**config.mk**
```make
export PLATFORM = sky130hd
export DESIGN_NAME = linked_list_ctrl_flat
export DESIGN_NICKNAME = d
export VERILOG_FILES = /design/src/rtl/linked_list_ctrl_if.sv /design/src/rtl/linked_list_ctrl.sv /design/src/flat_wrapper.sv
export SDC_FILE = /design/constraint.sdc
export NUM_CORES = 1
export LEC_CHECK = 0
export CAP_MARGIN = 10
export CORE_MARGIN = 5
export CORE_UTILIZATION = 45
export CTS_CLUSTER_DIAMETER = 100
export DETAILED_ROUTE_END_ITERATION = 8
export HOLD_SLACK_MARGIN = 0.06
export PLACE_DENSITY = 0.78
export SLEW_MARGIN = 20
export SYNTH_ARGS = -nofsm -noshare
export SYNTH_HDL_FRONTEND = slang
export SYNTH_SLANG_ARGS = --single-unit
```
**constraint.sdc**
```tcl
create_clock -name clk -period 9.1 [get_ports clk]
set_input_delay 2.275 -clock clk [delete_from_list [all_inputs] [get_ports clk]]
set_output_delay 2.275 -clock clk [all_outputs]
set_load 0.02 [all_outputs]
```
**src/rtl/linked_list_ctrl_if.sv**
```systemverilog
// Handshake and memory-bus bundle for linked_list_ctrl.
// The slave modport is the controller; the master side is the requesters and the memory.
interface linked_list_ctrl_if #(
  parameter int WR_ADDR_WD = 4,
  parameter int WR_DATA_WD = 8
);
  logic                  push_vld;
  logic [WR_DATA_WD-1:0] push_data;
  logic                  push_rdy;
  logic                  pop_vld;
  logic                  pop_rdy;
  logic [WR_DATA_WD-1:0] pop_data;
  logic                  pop_data_vld;
  logic [WR_ADDR_WD:0]   count;
  logic                  empty;
  logic                  full;
  logic                  init_busy;
  logic                  mem_wr_vld;
  logic [WR_ADDR_WD-1:0] mem_wr_addr;
  logic [WR_DATA_WD-1:0] mem_wr_data;
  logic                  mem_wr_done;
  logic                  mem_rd_vld;
  logic [WR_ADDR_WD-1:0] mem_rd_addr;
  logic [WR_DATA_WD-1:0] mem_rd_data;
  logic                  mem_rd_data_out_vld;

  modport slave (
    input  push_vld, push_data, pop_vld,
    input  mem_wr_done, mem_rd_data, mem_rd_data_out_vld,
    output push_rdy, pop_rdy, pop_data, pop_data_vld,
    output count, empty, full, init_busy,
    output mem_wr_vld, mem_wr_addr, mem_wr_data,
    output mem_rd_vld, mem_rd_addr
  );

  modport master (
    output push_vld, push_data, pop_vld,
    output mem_wr_done, mem_rd_data, mem_rd_data_out_vld,
    input  push_rdy, pop_rdy, pop_data, pop_data_vld,
    input  count, empty, full, init_busy,
    input  mem_wr_vld, mem_wr_addr, mem_wr_data,
    input  mem_rd_vld, mem_rd_addr
  );
endinterface

```
**src/rtl/linked_list_ctrl.sv**
```systemverilog
// Linked-list FIFO controller: owns the data memory, keeps a FIFO list and a free list
// threaded through one next-pointer table, and round-robins push and pop requests.
module linked_list_ctrl #(
  parameter int WR_ADDR_WD = 4,
  parameter int WR_DATA_WD = 8,
  parameter int DATA_DEPTH = 16
) (
  input logic              clk,
  input logic              reset_n,
  linked_list_ctrl_if.slave bus
);

  typedef enum logic [1:0] {INIT, IDLE, WR_WAIT, RD_WAIT} state_e;
  typedef enum logic {GRANT_POP, GRANT_PUSH} grant_e;

  // DATA_DEPTH must equal 2**WR_ADDR_WD so the init index and pointers wrap naturally.
  localparam logic [WR_ADDR_WD-1:0] LAST_IDX = WR_ADDR_WD'(DATA_DEPTH - 1);
  localparam logic [WR_ADDR_WD:0]   FULL_CNT = (WR_ADDR_WD + 1)'(DATA_DEPTH);

  state_e                state;
  state_e                state_nxt;
  grant_e                last_grant;
  logic [WR_ADDR_WD-1:0] next_ptr [DATA_DEPTH];
  logic [WR_ADDR_WD-1:0] init_idx;
  logic [WR_ADDR_WD-1:0] head;
  logic [WR_ADDR_WD-1:0] tail;
  logic [WR_ADDR_WD-1:0] free_head;
  logic [WR_ADDR_WD:0]   count_q;
  logic [WR_DATA_WD-1:0] pop_data_q;
  logic                  pop_data_vld_q;
  logic                  list_empty;
  logic                  list_full;
  logic                  push_elig;
  logic                  pop_elig;
  logic                  push_grant;
  logic                  pop_grant;

  assign list_empty = (count_q == '0);
  assign list_full  = (count_q == FULL_CNT);

  // Both requesters eligible: grant the side that did not win last time.
  always_comb begin
    push_elig  = bus.push_vld && !list_full;
    pop_elig   = bus.pop_vld && !list_empty;
    push_grant = 1'b0;
    pop_grant  = 1'b0;
    state_nxt  = state;
    case (state)
      INIT: begin
        if (init_idx == LAST_IDX) state_nxt = IDLE;
      end
      IDLE: begin
        if (push_elig && (!pop_elig || last_grant == GRANT_POP)) begin
          push_grant = 1'b1;
          state_nxt  = WR_WAIT;
        end else if (pop_elig) begin
          pop_grant = 1'b1;
          state_nxt = RD_WAIT;
        end
      end
      WR_WAIT: begin
        if (bus.mem_wr_done) state_nxt = IDLE;
      end
      RD_WAIT: begin
        if (bus.mem_rd_data_out_vld) state_nxt = IDLE;
      end
      default: state_nxt = INIT;
    endcase
  end

  always_ff @(posedge clk) begin
    if (!reset_n) state <= INIT;
    else          state <= state_nxt;
  end

  always_ff @(posedge clk) begin
    if (!reset_n) begin
      init_idx   <= '0;
      head       <= '0;
      tail       <= '0;
      free_head  <= '0;
      count_q    <= '0;
      last_grant <= GRANT_POP;
    end else begin
      if (state == INIT) init_idx <= init_idx + 1'b1;
      if (push_grant) begin
        free_head  <= next_ptr[free_head];
        if (list_empty) head <= free_head;
        tail       <= free_head;
        count_q    <= count_q + 1'b1;
        last_grant <= GRANT_PUSH;
      end else if (pop_grant) begin
        head       <= next_ptr[head];
        free_head  <= head;
        count_q    <= count_q - 1'b1;
        last_grant <= GRANT_POP;
      end
    end
  end

  // The pointer table needs no reset: INIT rebuilds every entry before the list is used.
  always_ff @(posedge clk) begin
    if (reset_n) begin
      if (state == INIT)                 next_ptr[init_idx] <= init_idx + 1'b1;
      else if (push_grant && !list_empty) next_ptr[tail]    <= free_head;
      else if (pop_grant)                 next_ptr[head]    <= free_head;
    end
  end

  always_ff @(posedge clk) begin
    if (!reset_n) begin
      pop_data_q     <= '0;
      pop_data_vld_q <= 1'b0;
    end else if (state == RD_WAIT && bus.mem_rd_data_out_vld) begin
      pop_data_q     <= bus.mem_rd_data;
      pop_data_vld_q <= 1'b1;
    end else begin
      pop_data_vld_q <= 1'b0;
    end
  end

  assign bus.push_rdy     = push_grant;
  assign bus.pop_rdy      = pop_grant;
  assign bus.pop_data     = pop_data_q;
  assign bus.pop_data_vld = pop_data_vld_q;
  assign bus.count        = count_q;
  assign bus.empty        = list_empty;
  assign bus.full         = list_full;
  assign bus.init_busy    = (state == INIT);
  assign bus.mem_wr_vld   = push_grant;
  assign bus.mem_wr_addr  = free_head;
  assign bus.mem_wr_data  = bus.push_data;
  assign bus.mem_rd_vld   = pop_grant;
  assign bus.mem_rd_addr  = head;

endmodule
```
**src/flat_wrapper.sv**
```systemverilog
// flat-port wrapper written by rule: the top's interface ports become plain ports
module linked_list_ctrl_flat 
#(
  parameter int WR_ADDR_WD = 4,
  parameter int WR_DATA_WD = 8,
  parameter int DATA_DEPTH = 16
)
  (clk, reset_n, bus_push_vld, bus_push_data, bus_pop_vld, bus_mem_wr_done, bus_mem_rd_data, bus_mem_rd_data_out_vld, bus_push_rdy, bus_pop_rdy, bus_pop_data, bus_pop_data_vld, bus_count, bus_empty, bus_full, bus_init_busy, bus_mem_wr_vld, bus_mem_wr_addr, bus_mem_wr_data, bus_mem_rd_vld, bus_mem_rd_addr);
  linked_list_ctrl_if #(.WR_ADDR_WD(WR_ADDR_WD), .WR_DATA_WD(WR_DATA_WD)) bus_i ();
  input logic clk;
  input logic reset_n;
  input wire logic [$bits(bus_i.push_vld)-1:0] bus_push_vld;
  input wire logic [$bits(bus_i.push_data)-1:0] bus_push_data;
  input wire logic [$bits(bus_i.pop_vld)-1:0] bus_pop_vld;
  input wire logic [$bits(bus_i.mem_wr_done)-1:0] bus_mem_wr_done;
  input wire logic [$bits(bus_i.mem_rd_data)-1:0] bus_mem_rd_data;
  input wire logic [$bits(bus_i.mem_rd_data_out_vld)-1:0] bus_mem_rd_data_out_vld;
  output wire logic [$bits(bus_i.push_rdy)-1:0] bus_push_rdy;
  output wire logic [$bits(bus_i.pop_rdy)-1:0] bus_pop_rdy;
  output wire logic [$bits(bus_i.pop_data)-1:0] bus_pop_data;
  output wire logic [$bits(bus_i.pop_data_vld)-1:0] bus_pop_data_vld;
  output wire logic [$bits(bus_i.count)-1:0] bus_count;
  output wire logic [$bits(bus_i.empty)-1:0] bus_empty;
  output wire logic [$bits(bus_i.full)-1:0] bus_full;
  output wire logic [$bits(bus_i.init_busy)-1:0] bus_init_busy;
  output wire logic [$bits(bus_i.mem_wr_vld)-1:0] bus_mem_wr_vld;
  output wire logic [$bits(bus_i.mem_wr_addr)-1:0] bus_mem_wr_addr;
  output wire logic [$bits(bus_i.mem_wr_data)-1:0] bus_mem_wr_data;
  output wire logic [$bits(bus_i.mem_rd_vld)-1:0] bus_mem_rd_vld;
  output wire logic [$bits(bus_i.mem_rd_addr)-1:0] bus_mem_rd_addr;
  assign bus_i.push_vld = bus_push_vld;
  assign bus_i.push_data = bus_push_data;
  assign bus_i.pop_vld = bus_pop_vld;
  assign bus_i.mem_wr_done = bus_mem_wr_done;
  assign bus_i.mem_rd_data = bus_mem_rd_data;
  assign bus_i.mem_rd_data_out_vld = bus_mem_rd_data_out_vld;
  assign bus_push_rdy = bus_i.push_rdy;
  assign bus_pop_rdy = bus_i.pop_rdy;
  assign bus_pop_data = bus_i.pop_data;
  assign bus_pop_data_vld = bus_i.pop_data_vld;
  assign bus_count = bus_i.count;
  assign bus_empty = bus_i.empty;
  assign bus_full = bus_i.full;
  assign bus_init_busy = bus_i.init_busy;
  assign bus_mem_wr_vld = bus_i.mem_wr_vld;
  assign bus_mem_wr_addr = bus_i.mem_wr_addr;
  assign bus_mem_wr_data = bus_i.mem_wr_data;
  assign bus_mem_rd_vld = bus_i.mem_rd_vld;
  assign bus_mem_rd_addr = bus_i.mem_rd_addr;
  linked_list_ctrl #(.WR_ADDR_WD(WR_ADDR_WD), .WR_DATA_WD(WR_DATA_WD), .DATA_DEPTH(DATA_DEPTH)) u_core (.clk(clk), .reset_n(reset_n), .bus(bus_i));
endmodule
```
==> results_dict.tcl, run 1 <==
set metrics [dict create \
    p_seq_frac 0.529 \
    grt-ovfl-total 0 \
    synthMuxAreaShare 0.1847 \
    hold_viol 0 \
    tightest_slew_ns 1.130 \
    syn-num-nets 429 \
    maxSlewViolCount 0 \
    maxClockFrequency_mhz 144.9 \
    wl_per_cell_um 20.39 \
    die_w_um 116.2 \
    post_synth_num_cell_types 52 \
    drtAntennaViolNets 0 \
    route.met3.wl_um 888 \
    wl_mm 11.63 \
    io_pins 59 \
    cts_tree "done" \
    maxSlewHeadroom 0.2433 \
    num-nets-final 452 \
    root_buffer "clkbuf_16" \
    die_h_um 116.2 \
    post_cts_resized 0 \
    instances_no_fill 570 \
    gp_congestion 0.8584 \
    route.vias.total 3435 \
    area.growth.synth_to_final_pct 14.90 \
    first_global_vias 3492 \
    yosysWarnings 0 \
    final_common_cell "edfxtp_1" \
    leakagePower_nw 1.801 \
    htree_levels 3 \
    p_per_area_nw_per_um2 168.6 \
    setup_tns_ns 0 \
    drt-met1-wl_mm 4.763 \
    synth-compound-area-share 0.08434 \
    drive_above_1_share 0.1605 \
    switchingPower_mw 0.2052 \
    synthFlopType "edfxtp_1" \
    drt-pass1-iter-count 5 \
    synth-simple-area-share 0.1233 \
    hold_buffers 0 \
    period_share 0.7582 \
    avgSynthCellArea_um2 12.62 \
    synth_fa_ha_area_frac 0.01381 \
    peakVddDrop_mv 0.09073 \
    start_kind "input port" \
    finalCriticalPeriod_ns 6.899 \
    clock_latency_ns 0.35 \
    port_buffers 42 \
    dp.final_hpwl_mm 8.204 \
    status "complete, no violations" \
    critical_path_arrival_ns 4.62 \
    path_class "in2out" \
    cts.sinks 105 \
    ys_ff_latch 105 \
    vias_per_cell 6.026 \
    top_layer "met4" \
    grt_pass1_wl_mm 18.70 \
    maxCapViolations 0 \
    grt_setup_unrepaired "no" \
    switching_share 0.2089 \
    finClkSkew_ns 0.01273 \
    cts_inserted_buffers 9 \
    cts_buffer_depth 2 \
    die-area_um2 13500 \
    finalSetupViolations 0 \
    internal_power_mw 0.7774 \
    clkPwrFrac 0.421 \
    layout_common_cells "edfxtp_1, nand2_1, clkdlybuf4s50_1, dfxtp_1, mux4_2" \
    route.met2.wl_mm 5.633 \
    path_max_fanout 20 \
    fp-row-count 38 \
    syn-cell-area_um2 5074 \
    critPathRequiredTime_ns 6.83 \
    async_flop_share 0 \
    min_path_type "reg2reg" \
    antenna_found_initial 0 \
    postSynthCellCount 402 \
    synth_seq_area_share 0.5406 \
    dp.cells 554 \
    drc 0 \
    setup_ws_ns 2.201 \
    drt_iter0_drc 345 \
    combPwrFrac 0.050 \
    num_antenna_cells 0 \
    start_util 0.4640 \
    synth-edff-count 64 \
    core_um2 10940 \
    post_cts_buffers 0 \
    dp_slack_ns 2.195 \
    endpoint_kind "output pin" \
    cts.clk_slew.worst_paths_ns 0.07 \
    grtUsageTotal 0.1832 \
    grt_max_degree 34 \
    synth_top_family_by_area "multiplexers" \
    synthXorXnorAreaFrac 0.01208 \
]
registers in the layout (all words and copies together), names as in the netlist, named ones only:
signal and count:
u_core.tail 4, u_core.bus.pop_data_vld 1, u_core.next_ptr 64, u_core.init_idx 4, u_core.last_grant 1, u_core.state 2, u_core.bus.mem_wr_addr 4, u_core.bus.count 5
u_core.bus.mem_rd_addr 4, u_core.bus.pop_data 8
cells in the mapped netlist (4+ instances only):
cell type	instances	area, µm²
nand3_1	14	70.07
buf_4	13	97.59
xnor2_1	4	35.03
clkbuf_1	9	33.78
inv_1	5	18.77
ha_1	4	50.05
buf_2	8	40.04
nand2_1	52	195.2
nor2b_1	4	25.02
dfxtp_1	41	820.8
nor3_1	25	125.1
mux2_2	7	78.83
mux2i_1	10	100.1
a22oi_1	8	60.06
a21oi_1	20	100.1
a311oi_1	4	35.03
a31oi_1	6	37.54
o21ai_0	11	55.05
o211ai_1	4	30.03
nand2b_1	7	43.79
nor2_1	13	48.80
mux4_2	32	720.7
edfxtp_1	64	1922
final timing paths:
kind	from	to	slack (ns)	cells past startpoint
hold reg to reg	u_core.bus.pop_data[0]	u_core.bus.pop_data[0]	0.45	2
setup / recovery	bus_push_vld	bus_push_rdy	2.20	6
setup reg to reg	u_core.bus.count[0]	u_core.bus.count[4]	5.62	9
hold / removal	u_core.bus.pop_data[0]	u_core.bus.pop_data[0]	0.45	2
power groups by stage:
stage / Clock (mW) / Combinational, mW / Sequential, mW
CTS: 0.418 / 0.0491 / 0.519
floorplan: 0 / 0.0344 / 0.528
finish: 0.414 / 0.0496 / 0.519
global placement: 0 / 0.0472 / 0.530
detailed placement: 0 / 0.0485 / 0.530
global route: 0.438 / 0.0532 / 0.520
critical path: stages:
cell	delay, ns
clkdlybuf4s50_1	0.49
and3b_1	0.22
o21ai_0	0.15
or2_2	0.49
inv_2	0.33
clkdlybuf4s50_1	0.67
kinds of logic (layout without fill, tap and decap cells):
| group | Yosys count | in the layout |
|---|---|---|
| XOR/XNOR | 7 | 7 |
| AO/OA/AOI/OAI | 64 | 64 |
| adder cells (fa/ha/maj) | 5 | 5 |
| buffers and inverters | 40 | 68 |
| AND/OR/NAND/NOR | 130 | 130 |
| flip-flops | 105 | 105 |
| multiplexers | 51 | 51 |
per-layer routing:
metal | GRT usage | vias up
met5 | 0 | -
met4 | 0.07038 | 0
met3 | 0.04249 | 27
met2 | 0.2984 | 168
met1 | 0.2399 | 1672
li1 | - | 1568
per-stage QoR:
step,utilization,hold slack [ns],total power [mW],cell area (µm²)
after CTS,0.5330,0.4580,0.9862,5828
after global placement,0.5038,0.4450,0.5767,5509
after detailed placement,0.5038,0.4485,0.5783,5509
after floorplan,-,0.4367,0.5622,5074
final,0.5331,0.4550,0.9826,5829
after global routing,0.5331,0.4869,1.011,5829
area by class of cell:
| class | instances | area, µm² |
|---|---|---|
| multi-input combinational | 257 | 2122 |
| timing repair buffer | 45 | 442.9 |
| inverter | 7 | 26.28 |
| clock buffer | 10 | 229.0 |
| tap | 140 | 175.2 |
| clock inverter | 6 | 90.09 |
| fill | 907 | 5106 |
| sequential | 105 | 2744 |
Power figures use the tool's default switching activity.
==> inputs of run 2 (changes only) <==
clock period = 7 ns   (was 9.1 ns; I/O delays follow)
==> run 2 against run 1 <==
Against the previous run:
- critical path depth stayed put
- design area is 0.41% lower
- register-to-register slack worse by 2.1 ns
- die area stayed put
- count of clock-buffer cells in the layout stayed put
- via count is 1.3% lower
- critical endpoint is now bus_mem_wr_vld
- highest routed layer unchanged
- clock skew is 0.0054 ns lower
- worst setup slack worse by 1.0 ns
- global-route usage is 0.46 points lower
- sequential cell count stayed put
- routed wire length is 2.5% lower
==> results_dict.tcl, run 2 (synthesized netlist as in run 1, its figures left out) <==
set metrics [dict create \
    status "complete, no violations" \
    vias_per_cell 5.947 \
    path_max_fanout 20 \
    hold_viol 0 \
    critPathRequiredTime_ns 5.25 \
    fp-row-count 38 \
    post_cts_resized 0 \
    r2r-start "u_core.bus.count[0]" \
    die_w_um 116.2 \
    wl_per_cell_um 19.89 \
    first_global_vias 3364 \
    hp-start "u_core.bus.pop_data[2]" \
    grt_pass1_wl_mm 18.24 \
    critical_path_arrival_ns 4.10 \
    antenna_found_initial 0 \
    endpoint_kind "output pin" \
    dp.final_hpwl_mm 8.221 \
    io_pins 59 \
    finalSetupViolations 0 \
    gp_congestion 0.8791 \
    peakVddDrop_mv 0.1011 \
    drt-met1-wl_mm 4.709 \
    leakagePower_nw 1.796 \
    root_buffer "clkbuf_16" \
    num-nets-final 452 \
    largest_reg_flops 64 \
    whs_path_depth 2 \
    cts_inserted_buffers 9 \
    tightest_slew_ns 1.087 \
    die-area_um2 13500 \
    hold_buffers 0 \
    route.vias.total 3390 \
    period_share 0.8352 \
    port_buffers 42 \
    reg2reg_depth 9 \
    post_cts_buffers 0 \
    r2r_slack_ns 3.55 \
    cts.clk_slew.worst_paths_ns 0.07 \
    drt-pass1-iter-count 5 \
    top_layer "met4" \
    finClkSkew_ns 0.007367 \
    min_path_type "reg2reg" \
    drc 0 \
    maxSlewHeadroom 0.2719 \
    core_um2 10940 \
    maxCapViolations 0 \
    path_class "in2out" \
    p_per_area_nw_per_um2 212.7 \
    r2r-end "u_core.bus.count[4]" \
    holdPathEnd "u_core.bus.pop_data[2]" \
    layout_common_cells "edfxtp_1, nand2_1, clkdlybuf4s50_1, dfxtp_1, mux4_2" \
    maxClockFrequency_mhz 171.0 \
    grt_setup_unrepaired "no" \
    cts.sinks 105 \
    start_util 0.4640 \
    wl_mm 11.34 \
    cts_buffer_depth 2 \
    final_common_cell "edfxtp_1" \
    htree_levels 3 \
    drive_above_1_share 0.1605 \
    regMostFlops "u_core.next_ptr" \
    finish.utilization 0.5309 \
    drtAntennaViolNets 0 \
    area.growth.synth_to_final_pct 14.43 \
    route.met3.wl_um 731 \
    die_h_um 116.2 \
    num_antenna_cells 0 \
    grt-ovfl-total 0 \
    setup_tns_ns 0 \
    final_cell_area_um2 5806 \
    post_dp_cell_area_um2 5509 \
    clock_latency_ns 0.35 \
    grtUsageTotal 0.1786 \
    route.met2.wl_mm 5.642 \
    finalPower_mw 1.235 \
    maxSlewViolCount 0 \
    grt_max_degree 34 \
    finalCriticalPeriod_ns 5.846 \
    start_kind "input port" \
    drt_iter0_drc 387 \
    cts_tree "done" \
]
run 2: cell count changes in the layout (fill, tap and decap cells not counted):
cell and delta:
bufinv_16 -2, inv_4 +2, clkbuf_1 -1, clkbuf_16 +1, clkinv_1 +1, clkinv_2 -1, clkinv_4 +1, clkinvlp_4 -1
inv_6 -1, inv_8 +1
run 2: worst max path at each step:
stage,startpoint,to,cells after the start
global placement,bus_push_vld,bus_push_rdy,6
global route,bus_push_vld,bus_mem_wr_vld,6
floorplan,bus_push_vld,bus_push_rdy,7
detailed placement,bus_push_vld,bus_mem_wr_vld,6
CTS,bus_push_vld,bus_mem_wr_vld,6
finish,bus_push_vld,bus_mem_wr_vld,6
run 2: metal layers:
metal | up-vias | GRT usage
li1 | 1571 | -
met1 | 1689 | 0.2367
met2 | 108 | 0.2885
met3 | 22 | 0.04093
met4 | 0 | 0.06806
met5 | - | 0
run 2: power breakdown:
part           internal, mW  leakage (nW)  switching [mW]
Clock                 0.267         0.148           0.230
Sequential            0.669         0.916         0.00569
Combinational        0.0256         0.731          0.0375
run 2: worst max-delay path: stages:
cell	delay, ns
clkdlybuf4s50_1	0.50
and3b_1	0.22
o21ai_0	0.15
or2_2	0.48
inv_2	0.32
clkdlybuf4s50_1	0.67
run 2: final cells by class:
| class | count | area (µm²) |
|---|---|---|
| Sequential cell | 105 | 2744 |
| Clock inverter | 6 | 45.04 |
| Inverter | 7 | 26.28 |
| Fill cell | 912 | 5130 |
| Clock buffer | 10 | 250.2 |
| Multi-Input combinational cell | 257 | 2122 |
| Tap cell | 140 | 175.2 |
| Timing Repair Buffer | 45 | 442.9 |
run 2: through the flow:
stage | setup slack (ns) | hold WS, ns | instances
5_1_grt | 1.005 | 0.4901 | 570
6_report | 1.154 | 0.4577 | 570
2_1_floorplan | 2.217 | 0.4367 | 402
3_5_place_dp | 1.152 | 0.4483 | 554
3_3_place_gp | 1.192 | 0.4447 | 554
4_1_cts | 1.156 | 0.4584 | 570
